[src/rtl/usb_tx_packetizer.sv]
// Low-speed USB transmit packet sequencer: arbitrates handshake and data requests, emits
// PID / payload / CRC16 bytes to the serializer, tracks DATA0/DATA1 and enforces the inter-packet gap.
module usb_tx_packetizer #(
    parameter int MAX_LEN  = 8,
    parameter int IPG_CLKS = 128
) (
    input  logic       clk,
    input  logic       reset,
    input  logic       hs_req_i,
    input  logic [1:0] hs_pid_i,
    output logic       hs_ack_o,
    input  logic       dat_req_i,
    input  logic [3:0] dat_len_i,
    output logic       dat_ack_o,
    output logic [2:0] buf_addr_o,
    input  logic [7:0] buf_rdata_i,
    input  logic       toggle_clr_i,
    input  logic       toggle_adv_i,
    output logic [7:0] tx_data_o,
    output logic       tx_valid_o,
    input  logic       tx_ready_i,
    output logic       busy_o,
    output logic       done_o
);

    localparam int GW = (IPG_CLKS > 1) ? $clog2(IPG_CLKS) : 1;

    typedef enum logic [2:0] {
        S_IDLE    = 3'd0,
        S_PID     = 3'd1,
        S_PAYLOAD = 3'd2,
        S_CRC_LO  = 3'd3,
        S_CRC_HI  = 3'd4,
        S_FLUSH   = 3'd5,
        S_GAP     = 3'd6
    } state_t;

    state_t        state_q, state_d;
    logic [7:0]    tx_data_q, tx_data_d;
    logic          tx_valid_q, tx_valid_d;
    logic [2:0]    buf_addr_q, buf_addr_d;
    logic [3:0]    idx_q, idx_d;
    logic [3:0]    len_q, len_d;
    logic          is_dat_q, is_dat_d;
    logic [15:0]   crc_q, crc_d;
    logic [GW-1:0] gap_q, gap_d;
    logic          toggle_q, toggle_d;
    logic          busy_q, busy_d;
    logic          hs_ack_q, hs_ack_d;
    logic          dat_ack_q, dat_ack_d;
    logic          done_q, done_d;
    logic [15:0]   crc_nxt_s;
    logic [3:0]    len_clamped_s;

    // Reflected CRC16 (x^16+x^15+x^2+1), one byte processed LSB first.
    function automatic logic [15:0] crc16_byte(input logic [15:0] crc, input logic [7:0] data);
        logic [15:0] c;
        c = crc;
        for (int i = 0; i < 8; i++) begin
            if (c[0] ^ data[i]) begin
                c = {1'b0, c[15:1]} ^ 16'hA001;
            end else begin
                c = {1'b0, c[15:1]};
            end
        end
        return c;
    endfunction

    function automatic logic [7:0] hs_pid_byte(input logic [1:0] code);
        logic [7:0] b;
        case (code)
            2'b00:   b = 8'hD2;
            2'b01:   b = 8'h5A;
            2'b10:   b = 8'h1E;
            default: b = 8'h5A;
        endcase
        return b;
    endfunction

    // State and output registers with synchronous reset.
    always_ff @(posedge clk) begin
        if (reset) begin
            state_q    <= S_IDLE;
            tx_data_q  <= 8'h00;
            tx_valid_q <= 1'b0;
            buf_addr_q <= 3'd0;
            idx_q      <= 4'd0;
            len_q      <= 4'd0;
            is_dat_q   <= 1'b0;
            crc_q      <= 16'hFFFF;
            gap_q      <= '0;
            toggle_q   <= 1'b0;
            busy_q     <= 1'b0;
            hs_ack_q   <= 1'b0;
            dat_ack_q  <= 1'b0;
            done_q     <= 1'b0;
        end else begin
            state_q    <= state_d;
            tx_data_q  <= tx_data_d;
            tx_valid_q <= tx_valid_d;
            buf_addr_q <= buf_addr_d;
            idx_q      <= idx_d;
            len_q      <= len_d;
            is_dat_q   <= is_dat_d;
            crc_q      <= crc_d;
            gap_q      <= gap_d;
            toggle_q   <= toggle_d;
            busy_q     <= busy_d;
            hs_ack_q   <= hs_ack_d;
            dat_ack_q  <= dat_ack_d;
            done_q     <= done_d;
        end
    end

    // Next-state, byte sequencing, CRC and toggle logic.
    always_comb begin
        state_d    = state_q;
        tx_data_d  = tx_data_q;
        tx_valid_d = tx_valid_q;
        buf_addr_d = buf_addr_q;
        idx_d      = idx_q;
        len_d      = len_q;
        is_dat_d   = is_dat_q;
        crc_d      = crc_q;
        gap_d      = gap_q;
        busy_d     = busy_q;
        hs_ack_d   = 1'b0;
        dat_ack_d  = 1'b0;
        done_d     = 1'b0;
        crc_nxt_s  = crc16_byte(crc_q, tx_data_q);

        if (dat_len_i > 4'(MAX_LEN)) begin
            len_clamped_s = 4'(MAX_LEN);
        end else begin
            len_clamped_s = dat_len_i;
        end

        // The PID is latched at accept, so toggle changes only reach the next packet.
        if (toggle_clr_i) begin
            toggle_d = 1'b0;
        end else if (toggle_adv_i) begin
            toggle_d = ~toggle_q;
        end else begin
            toggle_d = toggle_q;
        end

        case (state_q)
            S_IDLE: begin
                if (hs_req_i) begin
                    hs_ack_d   = 1'b1;
                    is_dat_d   = 1'b0;
                    tx_data_d  = hs_pid_byte(hs_pid_i);
                    tx_valid_d = 1'b1;
                    busy_d     = 1'b1;
                    crc_d      = 16'hFFFF;
                    buf_addr_d = 3'd0;
                    idx_d      = 4'd0;
                    state_d    = S_PID;
                end else if (dat_req_i) begin
                    dat_ack_d  = 1'b1;
                    is_dat_d   = 1'b1;
                    len_d      = len_clamped_s;
                    tx_data_d  = toggle_q ? 8'h4B : 8'hC3;
                    tx_valid_d = 1'b1;
                    busy_d     = 1'b1;
                    crc_d      = 16'hFFFF;
                    buf_addr_d = 3'd0;
                    idx_d      = 4'd0;
                    state_d    = S_PID;
                end else begin
                    state_d = S_IDLE;
                end
            end
            S_PID: begin
                if (!tx_ready_i) begin
                    state_d = S_PID;
                end else if (!is_dat_q) begin
                    state_d = S_FLUSH;
                end else if (len_q == 4'd0) begin
                    tx_data_d = ~crc_q[7:0];
                    state_d   = S_CRC_LO;
                end else begin
                    // buf_rdata already holds byte 0, addressed at accept.
                    tx_data_d  = buf_rdata_i;
                    buf_addr_d = 3'd1;
                    idx_d      = 4'd1;
                    state_d    = S_PAYLOAD;
                end
            end
            S_PAYLOAD: begin
                if (!tx_ready_i) begin
                    state_d = S_PAYLOAD;
                end else if (idx_q == len_q) begin
                    crc_d     = crc_nxt_s;
                    tx_data_d = ~crc_nxt_s[7:0];
                    state_d   = S_CRC_LO;
                end else begin
                    crc_d      = crc_nxt_s;
                    tx_data_d  = buf_rdata_i;
                    buf_addr_d = idx_q[2:0] + 3'd1;
                    idx_d      = idx_q + 4'd1;
                    state_d    = S_PAYLOAD;
                end
            end
            S_CRC_LO: begin
                if (tx_ready_i) begin
                    tx_data_d = ~crc_q[15:8];
                    state_d   = S_CRC_HI;
                end else begin
                    state_d = S_CRC_LO;
                end
            end
            S_CRC_HI: begin
                if (tx_ready_i) begin
                    state_d = S_FLUSH;
                end else begin
                    state_d = S_CRC_HI;
                end
            end
            S_FLUSH: begin
                if (tx_ready_i) begin
                    tx_valid_d = 1'b0;
                    gap_d      = '0;
                    state_d    = S_GAP;
                end else begin
                    state_d = S_FLUSH;
                end
            end
            S_GAP: begin
                if (gap_q == GW'(IPG_CLKS - 1)) begin
                    busy_d  = 1'b0;
                    done_d  = 1'b1;
                    state_d = S_IDLE;
                end else begin
                    gap_d   = gap_q + GW'(1);
                    state_d = S_GAP;
                end
            end
            default: begin
                tx_valid_d = 1'b0;
                busy_d     = 1'b0;
                state_d    = S_IDLE;
            end
        endcase
    end

    assign hs_ack_o   = hs_ack_q;
    assign dat_ack_o  = dat_ack_q;
    assign buf_addr_o = buf_addr_q;
    assign tx_data_o  = tx_data_q;
    assign tx_valid_o = tx_valid_q;
    assign busy_o     = busy_q;
    assign done_o     = done_q;

endmodule

[config.mk]
export PLATFORM = sky130hd
export DESIGN_NAME = usb_tx_packetizer
export DESIGN_NICKNAME = d
export VERILOG_FILES = /design/src/rtl/usb_tx_packetizer.sv
export SDC_FILE = /design/constraint.sdc
export NUM_CORES = 1
export LEC_CHECK = 0
export BUFFER_PORTS_ARGS = -buffer_cell sky130_fd_sc_hd__buf_2
export CAP_MARGIN = 20
export CORE_ASPECT_RATIO = 0.9
export CORE_MARGIN = 3
export CORE_UTILIZATION = 45
export CTS_CLUSTER_SIZE = 24
export DETAILED_ROUTE_END_ITERATION = 7
export PLACE_DENSITY = 0.67
export SYNTH_ARGS = -nofsm -noshare
export SYNTH_HDL_FRONTEND = slang
export SYNTH_SLANG_ARGS = --single-unit
[constraint.sdc]
create_clock -name clk -period 3.39 [get_ports clk]
set_clock_uncertainty 0.15 [all_clocks]
set_input_delay 0.1695 -clock clk [delete_from_list [all_inputs] [get_ports clk]]
set_output_delay 0.1695 -clock clk [all_outputs]
set_load 0.02 [all_outputs]
==> results of run 1 <==
[per-layer routing]
metal,up-vias,routed length (µm)
met5,-,0
met4,0,41
met3,5,330
met2,58,3040
met1,1188,3330
li1,1262,-
[where the power goes]
part | internal [µW] | switching (µW)
Combinational | 202 | 256
Sequential | 604 | 40.8
Clock | 221 | 208
[kinds of logic (layout without fill, tap and decap cells)]
family | Yosys count | after routing
simple gates | 140 | 140
fa+ha+maj | 2 | 2
buf+inv | 28 | 62
flops | 49 | 49
xor+xnor | 31 | 31
mux | 6 | 6
compound gates | 83 | 83
[layout make-up]
class                   count  area share
clock inverters             3      0.0147
multi-input cells         262       0.528
flip-flops and latches     49       0.311
clock buffers               5      0.0218
inverters                   6     0.00713
repair buffers             48      0.0903
well taps                  70      0.0277
[registers in the layout, summed over array words and instances (netlist names)]
| register | flops |
|---|---|
| crc_q | 16 |
| tx_valid_o | 1 |
| buf_addr_o | 2 |
| idx_q | 2 |
| len_q | 4 |
| done_o | 1 |
| hs_ack_o | 1 |
| busy_o | 1 |
| gap_q | 7 |
| state_q | 3 |
| tx_data_o | 8 |
| toggle_q | 1 |
| is_dat_q | 1 |
| dat_ack_o | 1 |
[layout by cell type (no fill, tap or decap), drive strengths merged, types with 2 or more instances in the layout]
master and count:
buf 42, inv 6, nor4 3, o21ai 15, o22ai 4, nand2b 12, nor2 51, and3 2
nor3 13, mux2i 4, a22oi 2, a2111oi 3, a21oi 21, xor2 11, nand3b 4, a21o 3
xnor3 2, nand2 32, nand4 5, a2bb2oi 2, mux2 2, o21a 2, dfxtp 49, xnor2 18
a211oi 3, nand3 11, dlygate4sd3 6, ha 2, a221oi 3, o211ai 3, a31oi 4, clkbuf 5
or2 2, o21bai 6
[worst max-delay path by stage]
stage / slack, ns / depth (start not counted) / to
2_1_floorplan: 1.33 / 6 / tx_data_o[0]
3_3_place_gp: 0.98 / 7 / tx_data_o[0]
3_5_place_dp: 0.98 / 6 / tx_data_o[2]
4_1_cts: 0.97 / 6 / tx_data_o[2]
5_1_grt: 0.72 / 6 / tx_data_o[2]
6_report: 0.97 / 7 / tx_data_o[0]
[through the flow]
step	area [µm²]	hold slack [ns]	utilization	total power, µW
3_5_place_dp	2980	0.188	0.512	1110
6_report	3160	0.0376	0.542	1530
4_1_cts	3160	0.0357	0.542	1540
3_3_place_gp	2980	0.180	0.512	1110
5_1_grt	3160	0.0319	0.542	1620
2_1_floorplan	2780	0.0961	-	1010
[worst max-delay path, cell delays in order (launching register included)]
cell,delay [ns]
dfxtp_1,0.46
buf_4,0.25
nor2_1,0.20
o21ai_1,0.16
a21oi_2,0.45
o31ai_1,0.22
a221oi_1,0.29
a211oi_2,0.11
[what timing repair did]
action / CTS / global route
hold endpoints to repair: 5 / 0
hold buffers: 6 / 0
endpoints found under the setup margin: 0 / 0
==> key figures, run 1 <==
Drt
  – Vias: 2513
  – Wirelength, routed: 6750 µm
  – Vias per cell: 5.67
  – Final ANT Viol Nets: 0
  – Wire length per cell: 15.2 µm
  – DR DRC count: 0
  – DR pass1 iterations: 4
  – Detailed router's first-iteration violation count: 104

Synth
  – Distinct cells, synth: 66
  – Seq cells post-synth: 49
  – Commonest cells in the netlist: nor2_1 (50), dfxtp_1 (49), nand2_1 (32), a21oi_1 (20), xnor2_1 (15)
  – XOR/XNOR share of the synthesized area: 0.119
  – Post-synthesis sequential area ratio: 0.352
  – Compound-Gate Fraction of Synth Area: 0.207
  – Synth top area share: 0.352
  – Cell Area, Synth: 0.00278 mm²
  – Avg Cell Area, Syn: 8.21 µm²
  – Mapped Nets: 362
  – Yosys warnings: 0
  – Number of synthesized flops with an enable pin: 0
  – Post-synthesis simple-gate area fraction: 0.241
  – Synth async-reset ratio: 0
  – Synthesized instance count: 339
  – Synth top area cells: dfxtp_1 (35%), nor2_1 (6.7%), xnor2_1 (4.7%)
  – Area leader, netlist: dfxtp_1
  – Top FF cell, synth: dfxtp_1
  – Largest family of logic cells by synthesized area: simple AND/OR/NAND/NOR gates
  – Mux share of post-synthesis cell area: 0.0225
  – Adder and majority gate portion of the synthesized area: 0.00899
  – Most frequent cell after synthesis: nor2_1

Global route
  – Met3 Use GR: 0.0390
  – Initial antenna violation count: 0
  – Vias in the first global route: 2386
  – M1 GR Usage: 0.280
  – GRT busiest layer: met2
  – Largest net degree at the start of global routing: 47
  – Met2 Usage GRT: 0.307
  – First-pass GRT wire length: 11300 µm
  – GRT Total Usage: 0.198
  – GR Overflow Total: 0

Place
  – Setup WS pre-CTS: 0.982 ns
  – Hpwl dp: 4870 µm
  – Placed cell count: 429
  – PortBufs: 36
  – Routability cong.: 0.853

Pwr
  – IR Drop Worst-Case VDD: 0.000269 V
  – PD cells: 485 mW/mm²
  – Leak: 0.00128 µW

Clocking
  – Post-CTS Setup Inserts: 0
  – Clock Pin Slew Worst Setup and Hold Paths: 0.10 ns
  – Post-CTS Resized: 0
  – CTS Buf Count: 5
  – Sink Count: 49
  – Clock latency on the worst-skew pair: 0.31 ns
  – Clock Path Buffers: 2
  – CTS tree: yes
  – CTS root buf: clkbuf_8
  – H-tree depth: 2

Hold path
  – Hold path endpoint: tx_data_o[5]
  – Hold Path Class: in -> reg
  – WHS Path Cells: 3
  – Hold path start: buf_rdata_i[5]

Timing
  – Min Clock Period, post-route: 2.42 ns
  – Tcrit/Tclk final: 0.714
  – Fin Setup TNS: 0 ns
  – Final WS setup: 0.969 ns
  – Unrepaired setup endpoints after global routing: false
  – Fin. Hold Viols: 0
  – Final Setup Violations: 0
  – Slew Viols, Final: 0
  – Worst slew margin: 0.453
  – Least-Margin Pin Slew: 0.814 ns
  – Fmax: 413 MHz

Critical path
  – Crit end category: flip-flop
  – Worst Path Required: 3.41 ns
  – CP Class: reg -> reg
  – Worst r2r src: state_q[1]
  – Worst R2R Setup Slack: 0.97 ns
  – Crit-path max FO: 14
  – FF-to-FF End: tx_data_o[0]
  – Crit start category: flip-flop
  – Critical Path AT: 2.44 ns
  – Register-to-Register Path Depth: 7
  – Critical Path Start: state_q[1]

Finish
  – Multi-input gate area: 0.00167 mm²
  – Layout cells sized above 1: 0.174
  – ANT cells: 0
  – Area delta synth->final: 13.4%
  – Register area: 981 µm²
  – Filler Cell Count: 554
  – Finished Layout Cells: 443
  – Net count, final: 395

Floorplanning
  – Die X: 88.9 µm
  – Core box area: 0.00582 mm²
  – Row cnt: 26
  – I/O pins: 37
  – Die area: 0.00717 mm²
  – Die Y-Extent: 80.6 µm
  – Starting Density: 0.478

Run status
  – Status: finished, final reports clean

Job
  – Maxcap violations: 0
No activity file was read; power rests on OpenSTA's default activity.
==> run 2: changes to the inputs <==
--- a/config.mk
+++ b/config.mk
@@ -12,7 +12,7 @@
 export CORE_UTILIZATION = 45
 export CTS_CLUSTER_SIZE = 24
 export DETAILED_ROUTE_END_ITERATION = 7
-export PLACE_DENSITY = 0.67
+export PLACE_DENSITY = 0.69
 export SYNTH_ARGS = -nofsm -noshare
 export SYNTH_HDL_FRONTEND = slang
 export SYNTH_SLANG_ARGS = --single-unit
==> constraint.sdc (replaced) <==
create_clock -name clk -period 2.1 [get_ports clk]
set_clock_uncertainty 0.15 [all_clocks]
set_input_delay 0.105 -clock clk [delete_from_list [all_inputs] [get_ports clk]]
set_output_delay 0.105 -clock clk [all_outputs]
set_load 0.02 [all_outputs]
==> key figures, run 2 (synthesis gave the netlist of run 1 again) <==
Finish
  – Net count, final: 418 (+5.8%)
  – Top reg by flops: crc_q
  – Max FFs per register: 16 (unchanged)
  – Most frequent cells in the layout: nor2_1 (50), dfxtp_1 (44), buf_2 (36), nand2_1 (32), buf_4 (26)
  – Area delta synth->final: 22.3%
  – Fin util: 0.585 (+0.0423)
  – Layout cells sized above 1: 0.247 (+0.0732)
  – Most common cell after layout, fill and taps aside: nor2_1
  – ANT cells: 0 (unchanged)

Timing
  – Tcrit/Tclk final: 0.969 (+0.255)
  – Final Setup Violations: 0 (unchanged)
  – Slew Viols, Final: 0 (unchanged)
  – Fin. Hold Viols: 1 (+1)
  – Final WS setup: 0.0651 ns (-0.904 ns)
  – Fin Setup TNS: 0 ns (unchanged)
  – Least-Margin Pin Slew: 0.549 ns (-0.265 ns)
  – Fmax: 491 MHz (+19%)
  – Unrepaired setup endpoints after global routing: true
  – Min Hold Slack: -0.00257 ns (-0.0401 ns)
  – Worst slew margin: 0.631 (+0.178)
  – Min Clock Period, post-route: 2.03 ns (-0.386 ns)

Critical path
  – Crit start category: flip-flop
  – Crit-path max FO: 3 (-11)
  – Critical Path AT: 2.10 ns (-0.34 ns)
  – Crit-path cells: xnor2_1 -> xnor2_2 -> xnor3_2 -> xnor2_2 -> nand3_1 -> a211oi_2
  – CP Class: reg -> reg
  – Top cell by count, worst path: xnor2_2
  – Worst Path Required: 2.17 ns (-1.24 ns)
  – Worst Path Buf+Inv: 0 (-1)
  – Worst path slowest cell: xnor3_2
  – CP top delay family: XOR/XNOR gates
  – Crit path largest cell delay: 0.43 ns (-0.03 ns)
  – Crit end category: flip-flop

Pwr
  – Leak: 0.00142 µW (+11%)
  – IR Drop Worst-Case VDD: 0.000445 V (+65%)
  – PD cells: 763 mW/mm² (+57%)
  – Tot Pwr: 2600 µW (+70%)

Clocking
  – CTS Buf Count: 5 (unchanged)
  – Clock latency on the worst-skew pair: 0.30 ns (about the same)
  – CTS root buf: clkbuf_8
  – CTS tree: yes
  – Clock Pin Slew Worst Setup and Hold Paths: 0.09 ns (about the same)
  – Clock Path Buffers: 2 (unchanged)
  – Sink Count: 49 (unchanged)
  – H-tree depth: 2 (unchanged)

Drt
  – DR pass1 iterations: 5 (+1)
  – Vias: 2633 (+4.8%)
  – Detailed router's first-iteration violation count: 175 (+68%)
  – Wire length per cell: 15.4 µm (+1.2%)
  – Final ANT Viol Nets: 0 (unchanged)
  – DR DRC count: 0 (unchanged)
  – Vias per cell: 5.65 (-0.40%)
  – Wirelength, routed: 7190 µm (+6.5%)

Place
  – Setup WS pre-CTS: 0.0189 ns (-0.963 ns)
  – Hpwl dp: 5160 µm (+5.8%)
  – PortBufs: 36 (unchanged)
  – Routability cong.: 0.835 (-2.2%)

Floorplanning
  – Core box area: 0.00582 mm² (unchanged)
  – Die Y-Extent: 80.6 µm (unchanged)
  – Row cnt: 26 (unchanged)
  – I/O pins: 37 (unchanged)
  – Starting Density: 0.478 (unchanged)
  – Die area: 0.00717 mm² (unchanged)
  – Die X: 88.9 µm (unchanged)

Global route
  – Largest net degree at the start of global routing: 23 (-51%)
  – First-pass GRT wire length: 11700 µm (+3.3%)
  – Vias in the first global route: 2454 (+2.8%)
  – Initial antenna violation count: 0 (unchanged)
  – GR Overflow Total: 0 (unchanged)
  – GRT Total Usage: 0.209 (+0.0115)

Run status
  – Status: complete, but fails checks
  – Failing checks: hold timing

Job
  – Maxcap violations: 0 (unchanged)

Hold path
  – Hold Path Class: in -> reg
## run 2: path summary, 6_finish.rpt
path	startpoint	to	slack, ns	depth (start not counted)
worst min register to register	idx_q[3]	idx_q[3]	0.34	1
worst max register to register	crc_q[6]	tx_data_o[0]	0.07	6
worst min-delay path	buf_rdata_i[3]	tx_data_o[3]	-0.003	3
worst max-delay path	crc_q[6]	tx_data_o[0]	0.07	6
## run 2: through the flow
stage | cell area (µm²) | std cells
2_1_floorplan | 2780 | 339
3_3_place_gp | 3150 | 449
3_5_place_dp | 3150 | 449
4_1_cts | 3340 | 465
5_1_grt | 3400 | 466
6_report | 3400 | 466
## run 2: layer usage
metal  GRT usage  up-vias  share of wire
met5           0        -              0
met4      0.0544        0          0.019
met3      0.0359       17          0.056
met2       0.337       85           0.47
met1       0.286     1221           0.46
li1            -     1310              -
## run 2: timing repair
item	4_1_cts	5_1_grt
resized for setup	0	15
endpoints found under the setup margin	0	8
hold buffers	8	0
buffers inserted	0	1
hold endpoints to repair	7	0
## run 2: cell type report
class | instances | area [µm²]
fillers | 541 | 2420
repair buffers | 71 | 475
inverters | 6 | 22.5
well taps | 70 | 87.6
multi-input cells | 262 | 1720
clock inverters | 1 | 30.0
flip-flops and latches | 49 | 987
clock buffers | 7 | 86.3
## run 2: tightest hold or removal path: cells and delay by family
family          cells  cell delay [ns]
simple gates        1             0.15
buf+inv             1             0.09
compound gates      1             0.06
## run 2: report_power, final
group,internal (µW),switching (µW)
clock,389,317
combinational,402,463
sequential,977,52.1
==> run 3: changes to the inputs <==
==> constraint.sdc (replaced) <==
create_clock -name clk -period 2.1 [get_ports clk]
set_clock_uncertainty 0.15 [all_clocks]
set_input_delay 0.315 -clock clk [delete_from_list [all_inputs] [get_ports clk]]
set_output_delay 0.315 -clock clk [all_outputs]
set_load 0.02 [all_outputs]
==> key figures, run 3 (synthesis gave the netlist of run 1 again) <==
Clocking
  – Sink Count: 49 (unchanged)
  – Clock Pin Slew Worst Setup and Hold Paths: 0.09 ns (about the same)
  – H-tree depth: 2 (unchanged)
  – # hold bufs at CTS: 0 (-8)
  – CTS Buf Count: 5 (unchanged)
  – Clock latency on the worst-skew pair: 0.30 ns (about the same)
  – Clock Path Buffers: 2 (unchanged)
  – CTS root buf: clkbuf_8
  – CTS tree: yes

Pwr
  – Internal Power: 1690 µW (-4.5%)
  – PD cells: 761 mW/mm² (-0.27%)
  – Clk network pwr share: 0.243 (-0.028)
  – Switching pwr: 817 µW (-1.8%)
  – Leak: 0.00138 µW (-2.8%)
  – Share of total power in sequential cells: 0.411 (+0.015)
  – Switching Share: 0.326 (+0.00613)
  – Comb power frac: 0.345 (+0.012)
  – IR Drop Worst-Case VDD: 0.000422 V (-5.3%)

Timing
  – Fmax: 474 MHz (-3.6%)
  – Tcrit/Tclk final: 1.01 (+0.0366)
  – Slew Viols, Final: 0 (unchanged)
  – Worst slew margin: 0.644 (+0.0129)
  – Final WS setup: -0.0118 ns (-0.0769 ns)
  – Unrepaired setup endpoints after global routing: true
  – Min Clock Period, post-route: 2.11 ns (+0.0769 ns)
  – Fin Setup TNS: -0.0118 ns (-0.0118 ns)
  – Fin. Hold Viols: 0 (-1)
  – Least-Margin Pin Slew: 0.534 ns (-0.0146 ns)
  – Final Setup Violations: 1 (+1)

Floorplanning
  – I/O pins: 37 (unchanged)
  – Core box area: 0.00582 mm² (unchanged)
  – Row cnt: 26 (unchanged)
  – Die area: 0.00717 mm² (unchanged)
  – Die X: 88.9 µm (unchanged)
  – Starting Density: 0.478 (unchanged)
  – Die Y-Extent: 80.6 µm (unchanged)

Finish
  – ANT cells: 0 (unchanged)
  – Max FFs per register: 16 (unchanged)
  – Most common cell after layout, fill and taps aside: nor2_1
  – Filler Cell Count: 528 (-2.4%)
  – Layout cells sized above 1: 0.253 (+0.00510)
  – Multi-input gate area: 0.00170 mm² (-0.95%)
  – Area delta synth->final: 18.2%
  – Most frequent cells in the layout: nor2_1 (50), dfxtp_1 (42), buf_2 (36), nand2_1 (32), buf_4 (25)
  – Register area: 990 µm² (+0.25%)
  – Top reg by flops: crc_q
  – Net count, final: 410 (-1.9%)

Critical path
  – Crit end category: flip-flop
  – Critical Path AT: 2.19 ns (+0.09 ns)
  – Crit start category: flip-flop
  – Crit-path max FO: 3 (unchanged)
  – Worst r2r src: crc_q[3]
  – Register-to-Register Path Depth: 6 (unchanged)
  – Worst Path Required: 2.18 ns (about the same)
  – FF-to-FF End: tx_data_o[0]
  – CP Class: reg -> reg
  – Worst R2R Setup Slack: -0.01 ns (-0.08 ns)

Place
  – PortBufs: 36 (unchanged)
  – Setup WS pre-CTS: 0.0375 ns (+0.0186 ns)
  – Hpwl dp: 5000 µm (-3.0%)
  – Routability cong.: 0.848 (+1.6%)

Global route
  – Initial antenna violation count: 0 (unchanged)
  – GR Overflow Total: 0 (unchanged)
  – GRT Total Usage: 0.200 (-0.00924)
  – Largest net degree at the start of global routing: 30 (+30%)
  – Vias in the first global route: 2362 (-3.7%)
  – First-pass GRT wire length: 11300 µm (-3.5%)

Job
  – Maxcap violations: 0 (unchanged)

Drt
  – Detailed router's first-iteration violation count: 151 (-14%)
  – Wire length per cell: 15.1 µm (-2.3%)
  – DR pass1 iterations: 4 (-1)
  – DR DRC count: 0 (unchanged)
  – Final ANT Viol Nets: 0 (unchanged)
  – Vias per cell: 5.60 (-0.88%)
  – Vias: 2565 (-2.6%)
  – Wirelength, routed: 6900 µm (-4.0%)

Hold path
  – Hold path endpoint: toggle_q
  – WHS Path Cells: 2 (-1)
  – Hold path start: toggle_clr_i
  – Hold Path Class: in -> reg

Run status
  – Failing checks: setup timing
  – Status: complete, but fails checks
[run 3: cell types whose count changed in the layout (fill, tap and decap cells not counted), sizes merged]
cell	change
dlygate4sd3	-8
bufinv	-1
clkinv	+1
[run 3: critical path: stages (launching register included)]
cell	delay (ns)
dfxtp_2	0.35
xnor2_2	0.20
xnor3_1	0.43
xnor3_2	0.45
xnor2_2	0.17
nand3_1	0.12
a211oi_2	0.17
[run 3: how the worst max path moves through the flow]
stage	start	end	slack [ns]
floorplan	tx_data_o[0]	tx_data_o[0]	0.04
CTS	tx_data_o[2]	tx_data_o[0]	0.01
global placement	tx_data_o[2]	tx_data_o[0]	0.06
detailed placement	tx_data_o[2]	tx_data_o[0]	0.04
finish	crc_q[3]	tx_data_o[0]	-0.01
global route	crc_q[3]	tx_data_o[0]	-0.07
[run 3: metrics by stage]
step / util / power, µW / hold slack [ns] / cells / cell area (µm²)
floorplan: - / 1630 / 0.242 / 339 / 2780
global placement: 0.538 / 1840 / 0.324 / 449 / 3130
CTS: 0.555 / 2460 / 0.00825 / 457 / 3230
global route: 0.565 / 2630 / 0.0205 / 458 / 3290
detailed placement: 0.538 / 1850 / 0.335 / 449 / 3130
finish: 0.565 / 2510 / 0.0187 / 458 / 3290
[run 3: routing by layer]
layer  part of all wire  global-route usage  up-vias
li1                   -                   -     1291
met1               0.47               0.265     1193
met2               0.46               0.330       72
met3              0.061              0.0318        9
met4              0.014              0.0589        0
met5                  0                   0        -
[run 3: what timing repair did]
| action | 4_1_cts | 5_1_grt |
|---|---|---|
| endpoints found under the setup margin | 0 | 10 |
| resized for setup | 0 | 16 |
| buffers inserted | 0 | 1 |
[run 3: layout make-up]
class / count / area share
Multi-Input combinational cell: 262 / 0.516
Timing Repair Buffer: 63 / 0.119
Clock buffer: 7 / 0.0293
Sequential cell: 49 / 0.301
Clock inverter: 1 / 0.00152
Tap cell: 70 / 0.0266
Inverter: 6 / 0.00684
[run 3: power groups by stage]
stage	Clock [µW]	Sequential, µW	Combinational, µW
after floorplan	0	1070	552
after global placement	0	1050	799
after detailed placement	0	1050	802
after CTS	629	1030	806
after global routing	657	1040	937
final	610	1030	865
